[src/rtl/gene_net_pkg.sv]
// Shared types and constants for the gene network attractor analyser.
// FSM state encoding, update-rule selectors and the default step budget.
package gene_net_pkg;

    typedef enum logic [2:0] {
        ST_IDLE,
        ST_BRENT,
        ST_LOAD,
        ST_ADV,
        ST_MU,
        ST_DONE
    } gn_state_e;

    localparam int RULE_ROTL         = 0;
    localparam int RULE_ANDL         = 1;
    localparam int DEFAULT_MAX_STEPS = 1024;

endpackage

[src/rtl/gene_net_step.sv]
// One synchronous update of the Boolean gene network: y = f(x).
// Bit i sees its left neighbour x[i-1], with the index wrapping modulo N.
module gene_net_step
    import gene_net_pkg::*;
#(
    parameter int N    = 8,
    parameter int RULE = RULE_ROTL
) (
    input  logic [N-1:0] x,
    output logic [N-1:0] y
);

    logic [N-1:0] left_nb;

    assign left_nb = {x[N-2:0], x[N-1]};

    generate
        if (RULE == RULE_ANDL) begin : g_andl
            assign y = x & left_nb;
        end else begin : g_rotl
            assign y = left_nb;
        end
    endgenerate

endmodule

[src/rtl/gene_net_attractor.sv]
// Brent cycle-finding controller: reports attractor length, transient length and entry state.
// Optional macro GENE_NET_STEPS_EN exposes the total step counter on port steps.
module gene_net_attractor
    import gene_net_pkg::*;
#(
    parameter int N         = 8,
    parameter int RULE      = RULE_ROTL,
    parameter int MAX_STEPS = DEFAULT_MAX_STEPS,
    parameter int CNT_W     = $clog2(MAX_STEPS + 1)
) (
    input  logic             clk,
    input  logic             rst,
    input  logic             start,
    input  logic [N-1:0]     x_in,
    output logic             busy,
    output logic             done,
    output logic             is_fixed,
    output logic             is_cycle,
    output logic             timeout,
    output logic [CNT_W-1:0] cycle_len,
    output logic [CNT_W-1:0] transient_len,
    output logic [N-1:0]     attractor_state,
`ifdef GENE_NET_STEPS_EN
    output logic [CNT_W-1:0] steps,
`endif
    output logic [N-1:0]     x_out
);

    localparam logic [CNT_W-1:0] MAX_C = CNT_W'(MAX_STEPS);

    gn_state_e state, state_next;

    logic [N-1:0]     x0, tort, hare, tort_src, tort_f, hare_f;
    logic [CNT_W:0]   pow;
    logic [CNT_W-1:0] lam, lambda_r, k, mu, step_cnt;
    logic [CNT_W-1:0] cycle_len_r, transient_len_r;
    logic [N-1:0]     attractor_r;
    logic             timeout_r;
    logic             eq, at_max, accept, give_up;

    // In IDLE/DONE the tortoise stepper is borrowed to precompute f(x_in) for the start edge.
    assign tort_src = (state == ST_IDLE || state == ST_DONE) ? x_in : tort;

    gene_net_step #(.N(N), .RULE(RULE)) u_step_tort (.x(tort_src), .y(tort_f));
    gene_net_step #(.N(N), .RULE(RULE)) u_step_hare (.x(hare),     .y(hare_f));

    assign eq     = (tort == hare);
    assign at_max = (step_cnt == MAX_C);

    always_comb begin
        state_next = state;
        accept     = 1'b0;
        give_up    = 1'b0;
        case (state)
            ST_IDLE, ST_DONE: begin
                if (start) begin
                    accept     = 1'b1;
                    state_next = ST_BRENT;
                end
            end
            ST_BRENT: begin
                if (eq) begin
                    state_next = ST_LOAD;
                end else if (at_max) begin
                    give_up    = 1'b1;
                    state_next = ST_DONE;
                end
            end
            ST_LOAD: state_next = ST_ADV;
            ST_ADV: begin
                if (at_max) begin
                    give_up    = 1'b1;
                    state_next = ST_DONE;
                end else if (k == CNT_W'(1)) begin
                    state_next = ST_MU;
                end
            end
            ST_MU: begin
                if (eq) begin
                    state_next = ST_DONE;
                end else if (at_max) begin
                    give_up    = 1'b1;
                    state_next = ST_DONE;
                end
            end
            default: state_next = ST_IDLE;
        endcase
    end

    always_ff @(posedge clk or posedge rst) begin
        if (rst) begin
            state <= ST_IDLE;
        end else begin
            state <= state_next;
        end
    end

    always_ff @(posedge clk or posedge rst) begin
        if (rst) begin
            x0              <= '0;
            tort            <= '0;
            hare            <= '0;
            pow             <= '0;
            lam             <= '0;
            lambda_r        <= '0;
            k               <= '0;
            mu              <= '0;
            step_cnt        <= '0;
            cycle_len_r     <= '0;
            transient_len_r <= '0;
            attractor_r     <= '0;
            timeout_r       <= 1'b0;
        end else begin
            if (give_up) begin
                timeout_r <= 1'b1;
            end
            case (state)
                ST_IDLE, ST_DONE: begin
                    if (accept) begin
                        x0              <= x_in;
                        tort            <= x_in;
                        hare            <= tort_f;
                        pow             <= (CNT_W + 1)'(1);
                        lam             <= CNT_W'(1);
                        step_cnt        <= CNT_W'(1);
                        cycle_len_r     <= '0;
                        transient_len_r <= '0;
                        attractor_r     <= '0;
                        timeout_r       <= 1'b0;
                    end
                end
                ST_BRENT: begin
                    if (eq) begin
                        lambda_r <= lam;
                    end else if (!at_max) begin
                        // Power-of-two checkpoint: park the tortoise on the hare and restart lam.
                        if (pow == {1'b0, lam}) begin
                            tort <= hare;
                            pow  <= pow << 1;
                            lam  <= CNT_W'(1);
                        end else begin
                            lam  <= lam + CNT_W'(1);
                        end
                        hare     <= hare_f;
                        step_cnt <= step_cnt + CNT_W'(1);
                    end
                end
                ST_LOAD: begin
                    tort <= x0;
                    hare <= x0;
                    k    <= lambda_r;
                    mu   <= '0;
                end
                ST_ADV: begin
                    if (!at_max) begin
                        hare     <= hare_f;
                        k        <= k - CNT_W'(1);
                        step_cnt <= step_cnt + CNT_W'(1);
                    end
                end
                ST_MU: begin
                    if (eq) begin
                        cycle_len_r     <= lambda_r;
                        transient_len_r <= mu;
                        attractor_r     <= tort;
                    end else if (!at_max) begin
                        tort     <= tort_f;
                        hare     <= hare_f;
                        mu       <= mu + CNT_W'(1);
                        step_cnt <= step_cnt + CNT_W'(1);
                    end
                end
                default: ;
            endcase
        end
    end

    assign busy            = (state == ST_BRENT) || (state == ST_LOAD) ||
                             (state == ST_ADV)   || (state == ST_MU);
    assign done            = (state == ST_DONE);
    assign timeout         = timeout_r;
    assign cycle_len       = cycle_len_r;
    assign transient_len   = transient_len_r;
    assign attractor_state = attractor_r;
    assign is_fixed        = (cycle_len_r == CNT_W'(1));
    assign is_cycle        = (cycle_len_r > CNT_W'(1));
    assign x_out           = hare;
`ifdef GENE_NET_STEPS_EN
    assign steps           = step_cnt;
`endif

endmodule

[config.mk]
export PLATFORM = sky130hd
export DESIGN_NAME = gene_net_attractor
export DESIGN_NICKNAME = d
export VERILOG_FILES = /design/src/rtl/gene_net_pkg.sv /design/src/rtl/gene_net_step.sv /design/src/rtl/gene_net_attractor.sv
export SDC_FILE = /design/constraint.sdc
export NUM_CORES = 1
export LEC_CHECK = 0
export CORE_AREA = 2 2 126 103
export DETAILED_ROUTE_END_ITERATION = 8
export DIE_AREA = 0 0 128 105
export PLACE_DENSITY = 0.76
export SYNTH_ARGS = -nofsm -noshare
export SYNTH_HDL_FRONTEND = slang
export SYNTH_SLANG_ARGS = --single-unit
[constraint.sdc]
create_clock -name clk -period 3.8 [get_ports clk]
set_clock_uncertainty 0.05 [all_clocks]
set_input_delay 0.38 -clock clk [delete_from_list [all_inputs] [get_ports clk]]
set_output_delay 0.38 -clock clk [all_outputs]
set_load 0.01 [all_outputs]
After elaboration in Yosys (flattened, before gate mapping)
Index checks and enable logic that the tools add are counted.
{ "word_totals": {"inputBits": 11, "elab_cells": 118, "output_inout_bits": 43, "ff_bits": 125} }
{ "classes": {"n_mux": 53, "n_addsub": 4, "reduce_logical": 25, "n_eq_ne": 21, "n_lt_le_gt_ge": 1} }
{ "op_table": {"columns": ["op", "count"], "rows": [
  ["11-bit two-way mux", 12],
  ["11-bit case mux with 2 select lines", 5],
  ["8-bit two-way mux", 12],
  ["8-bit case mux with 4 select lines", 2],
  ["12-bit two-way mux", 4],
  ["11-bit by 1-bit adder with 11-bit output (second input constant)", 3],
  ["11-bit case mux with 3 select lines", 1],
  ["12-bit case mux with 2 select lines", 1],
  ["11-bit by 1-bit == test with 1-bit output (second input constant)", 2],
  ["2-bit inequality test (second input constant)", 10],
  ["3-bit two-way mux", 6],
  ["8-bit case mux with 2 select lines", 1],
  ["3-bit case mux with 5 select lines", 1],
  ["12-bit by 11-bit == test with 1-bit output", 1],
  ["3-bit AND reduction", 4],
  ["11-bit == test (second input constant)", 1],
  ["11-bit by 1-bit > comparator with 1-bit output (second input constant)", 1],
  ["11-bit by 1-bit subtractor with 11-bit output (second input constant)", 1],
  ["8-bit == test", 1],
  ["2-bit AND reduction", 4],
  ["2-bit nonzero test", 4],
  ["4-bit nonzero test", 2],
  ["1-bit two-way mux", 7],
  ["7-bit AND reduction", 1],
  ["other kinds (11)", 17]
]} }

Depth between registers and ports, before layout
{ "depth": {"word_depth": 7, "depth_mapped": 9, "ltp_nobuf": 7} }

By module
From an unflattened synthesis, not the netlist that was laid out.
{ "unflattened": {"hier_cells": 746, "area_unflattened_um2": 6942.9} }
{ "by_module_without_submodules": {"columns": ["module", "instances", "area_per_inst_um2", "seq_area_each_um2", "cells_per_inst"], "rows": [
  ["gene_net_attractor", 1, 6822.8, 3128.0, 730],
  ["gene_net_step", 2, 60.1, 0.0, 8]
]} }

Least setup slack after synthesis
No wires, ideal clock.
{ "synth_path": {"kind": "register -> register", "startpoint": "reg lam[0]", "endpoint": "reg tort[0]", "setup_slack_ns": 1.468, "required_time_ns": 3.625, "path_stages_with_launch": 7, "arrival_ns": 2.157, "n_path_buf": 0, "period_less_slack_ns": 2.332, "setup_time_ns": 0.125, "cell_sequence": "dfrtp_1 -> xor2_1 -> or4_4 -> nor3_4 -> nor2_2 -> a211oi_4 -> mux2_2"} }
{ "synth_via": {"elab_chain_cells": 3} }
{ "synth_lines": {"columns": ["element", "line", "rtl"], "rows": [
  ["start, declared", "gene_net_attractor.sv:35", "logic [CNT_W-1:0] lam, lambda_r, k, mu, step_cnt;"],
  ["start signal, assigned", "gene_net_attractor.sv:142", "lam <= lam + CNT_W'(1);"],
  ["12-bit by 11-bit == test with 1-bit output", "gene_net_attractor.sv:137", "if (pow == {1'b0, lam}) begin"],
  ["2-bit inequality test (no line)", null, null],
  ["7-bit AND reduction (no line)", null, null],
  ["end signal, assigned", "gene_net_attractor.sv:121", "tort <= x_in;"],
  ["end signal, assigned", "gene_net_attractor.sv:138", "tort <= hare;"],
  ["end signal, assigned", "gene_net_attractor.sv:167", "tort <= tort_f;"],
  ["end, declared", "gene_net_attractor.sv:33", "logic [N-1:0] x0, tort, hare, tort_src, tort_f, hare_f;"]
]} }
No other way between the ends.
A chain may end at the register's enable or synchronous reset.

Worst setup path in the final report
{ "layout_path": {"startpoint": "reg state[0]", "endpoint": "out done"} }
{ "layout_via": {"elab_chain_cells": 1} }
{ "layout_lines": {"columns": ["element", "line", "rtl"], "rows": [
  ["start, declared", "gene_net_attractor.sv:31", "gn_state_e state, state_next;"],
  ["start signal, assigned", "gene_net_attractor.sv:94", "state <= state_next;"],
  ["3-bit == test", "gene_net_attractor.sv:180", "assign done = (state == ST_DONE);"],
  ["end, declared", "gene_net_attractor.sv:16", "output logic done,"]
]} }
No other way between the ends.

==> results.json <==
{
  "core_area_um2": 12100,
  "syn_avg_cell_area_um2": 9.61,
  "whs_ns": 0.444,
  "max_cap_viol_count": 0,
  "finalSetupTns_ns": 0,
  "track_usage_pct": 25.4,
  "die_h_um": 105,
  "gp_congestion": 0.929,
  "r2r_setup_slack_ns": 0.92,
  "tightest_slew_ns": 0.916,
  "final_nets": 727,
  "route.met3.wl_um": 1190,
  "cp.required_ns": 3.37,
  "dpl-instance-area_um2": 7010,
  "htreeDepth": 4,
  "ys_ff_latch": 125,
  "clockRootBuffer": "clkbuf_16",
  "outcome": "finished clean",
  "wirelength_um": 16300,
  "hold_buffers": 0,
  "path_max_fanout": 20,
  "slew_headroom_pct": 38.9,
  "avgRoutedWirePerCell_um": 18.6,
  "fmax_ghz": 0.343,
  "drtAntennaViolNets": 0,
  "top_layer": "met4",
  "min_from": "timeout",
  "ctsResizeCount": 0,
  "syn_inst": 658,
  "start_util_pct": 52.4,
  "peakVddDrop_mv": 0.485,
  "leakage_nw": 3.31,
  "dr.pass1.iters": 5,
  "cts_tree": "done",
  "via_per_inst": 6.29,
  "rows": 36,
  "met2_length_um": 7510,
  "grt_start_max_net_pins": 77,
  "crit_type": "register to primary output",
  "num_vias": 5500,
  "worstRegToRegCells": 6,
  "maxSlewViolCount": 0,
  "ys_async_sr_fraction_pct": 100,
  "num_io_pins": 54,
  "grt_pass1_wl_um": 27000,
  "ys.flop_type": "dfrtp_1",
  "place.port_buffers": 53,
  "cp-end-kind": "primary output",
  "drcViolationCount": 0,
  "reg2reg_to": "step_cnt[10]",
  "clk_pin_slew_ns": 0.06,
  "power_density_nw_per_um2": 821,
  "die_area_um2": 13400,
  "grt_antenna_before_repair": 0,
  "setup_violations": 0,
  "antenna_cells": 0,
  "layout-drive-gt1-share_pct": 11.3,
  "final_hold_viol_count": 0,
  "yosysSeqAreaShare_pct": 49.4,
  "min_path_type": "register to register",
  "cts_sinks": 125,
  "synth_cell_types": 56,
  "startpoint_type": "register",
  "whs_path_depth": 1,
  "holdPathEnd": "timeout",
  "synth-edff-count": 0,
  "clockBufferDepth": 2,
  "fin_area_um2": 7630,
  "grt_overflow": 0,
  "cp_data_arrival_time_ns": 2.49,
  "min_period_ns": 2.92,
  "rsz0062_at_grt": "no",
  "drtIter0Drc": 639,
  "synth_warnings": 0,
  "syn_nets": 675,
  "clk_latency_ns": 0.42,
  "synth_area_um2": 6330,
  "tritoncts.num_buffers": 17,
  "syn2layout_area_growth_pct": 20.6,
  "die_w_um": 128,
  "cts_setup_buffers": 0,
  "min_period_over_period_pct": 76.8,
  "grt_pass1_vias": 5380,
  "reg2reg_from": "state[0]",
  "dp_hpwl_um": 10900,
  "met1_length_um": 7070
}
state kept, by name (all words and copies together), names as in the netlist:
signal and flops:
pow 12, cycle_len 11, k 11, lam 11
lambda_r 11, mu 11, step_cnt 11, transient_len 11
attractor_state 8, tort 8, x0 8, x_out 8
state 3, timeout 1
worst max path at each step:
stage	start	end	slack [ns]	cells after the start
2_1_floorplan	rst	attractor_state[0]	0.04	1
3_3_place_gp	state[2]	step_cnt[10]	1.18	7
3_5_place_dp	state[0]	step_cnt[10]	1.06	6
4_1_cts	state[0]	done	1.01	3
5_1_grt	state[2]	step_cnt[10]	0.77	7
6_report	state[0]	done	0.88	3
metal layers:
layer  GRT usage [%]  vias to the layer above
met2            38.1                      287
li1                -                     2481
met1            35.4                     2676
met3            5.79                       56
met5               0                        -
met4            11.1                        0
cell usage after synthesis (2+ instances only):
library cell	number	share of area [%]
nand2b_1	5	0.49
nor2_2	2	0.20
a31oi_1	9	0.89
buf_2	3	0.24
mux2_2	25	4.5
nand3b_1	2	0.24
and3_1	6	0.59
or4_1	2	0.24
xor2_1	11	1.5
or3_1	4	0.40
inv_1	22	1.3
nor2_1	69	4.1
o31ai_1	7	0.83
clkbuf_1	27	1.6
nor3_1	15	1.2
dfrtp_1	125	49
o21ai_0	47	3.7
a21oi_1	32	2.5
o211ai_1	5	0.59
or2_2	2	0.20
xnor2_1	27	3.7
nor3b_1	3	0.36
ha_1	6	1.2
buf_1	2	0.12
nor4_1	10	0.99
a211oi_1	6	0.71
nand2_1	70	4.2
mux2i_1	5	0.79
and4_1	2	0.28
o21a_1	3	0.36
a22o_1	31	4.3
o221ai_1	6	0.83
o22ai_1	19	1.9
nand4_1	14	1.4
nand3_1	13	1.0
layout by cell type (no fill, tap or decap), drive strengths merged, types with 16 or more instances in the layout:
cell type | Yosys | layout
dfrtp | 125 | 125
o21ai | 47 | 47
inv | 23 | 26
a21oi | 32 | 32
nor3 | 16 | 16
clkbuf | 27 | 17
mux2 | 25 | 25
nand2 | 70 | 70
xnor2 | 27 | 27
nor2 | 71 | 71
o22ai | 19 | 19
clkdlybuf4s50 | 0 | 53
a22o | 31 | 31
metrics by stage:
| step | total power (W) | utilization (%) | instances | worst slack (ns) |
|---|---|---|---|---|
| 2_1_floorplan | 0.00384 | - | 658 | 0.0424 |
| 3_3_place_gp | 0.00439 | 58.1 | 843 | 1.18 |
| 3_5_place_dp | 0.00451 | 58.1 | 843 | 1.06 |
| 4_1_cts | 0.00622 | 63.2 | 875 | 1.01 |
| 5_1_grt | 0.00662 | 63.2 | 875 | 0.774 |
| 6_report | 0.00626 | 63.2 | 875 | 0.882 |
cell type report:
type / count / area, um^2
fillers: 945 / 4440
multi-input cells: 476 / 2980
repair buffers: 66 / 628
clock buffers: 17 / 425
inverters: 24 / 92.6
well taps: 152 / 190
flip-flops and latches: 125 / 3130
clock inverters: 15 / 190
report_power, final:
| group | switching [W] | internal, W |
|---|---|---|
| Sequential | 0.000520 | 0.00171 |
| Combinational | 0.00136 | 0.000990 |
| Clock | 0.000640 | 0.00104 |
| Total | 0.00252 | 0.00374 |
critical path, stage by stage (launching register included):
cell and delay, ns:
dfrtp_1 0.80, nand2b_1 0.41, nor2_1 0.25, clkdlybuf4s50_1 0.61
cells by family after synthesis:
group,share of synthesized area [%]
AND/OR/NAND/NOR,16.8
buffers and inverters,3.56
flip-flops,49.4
XOR/XNOR,5.26
AO/OA/AOI/OAI,18.3
multiplexers,5.24
adder cells (fa/ha/maj),1.34
(Power assumes the default switching activity.)
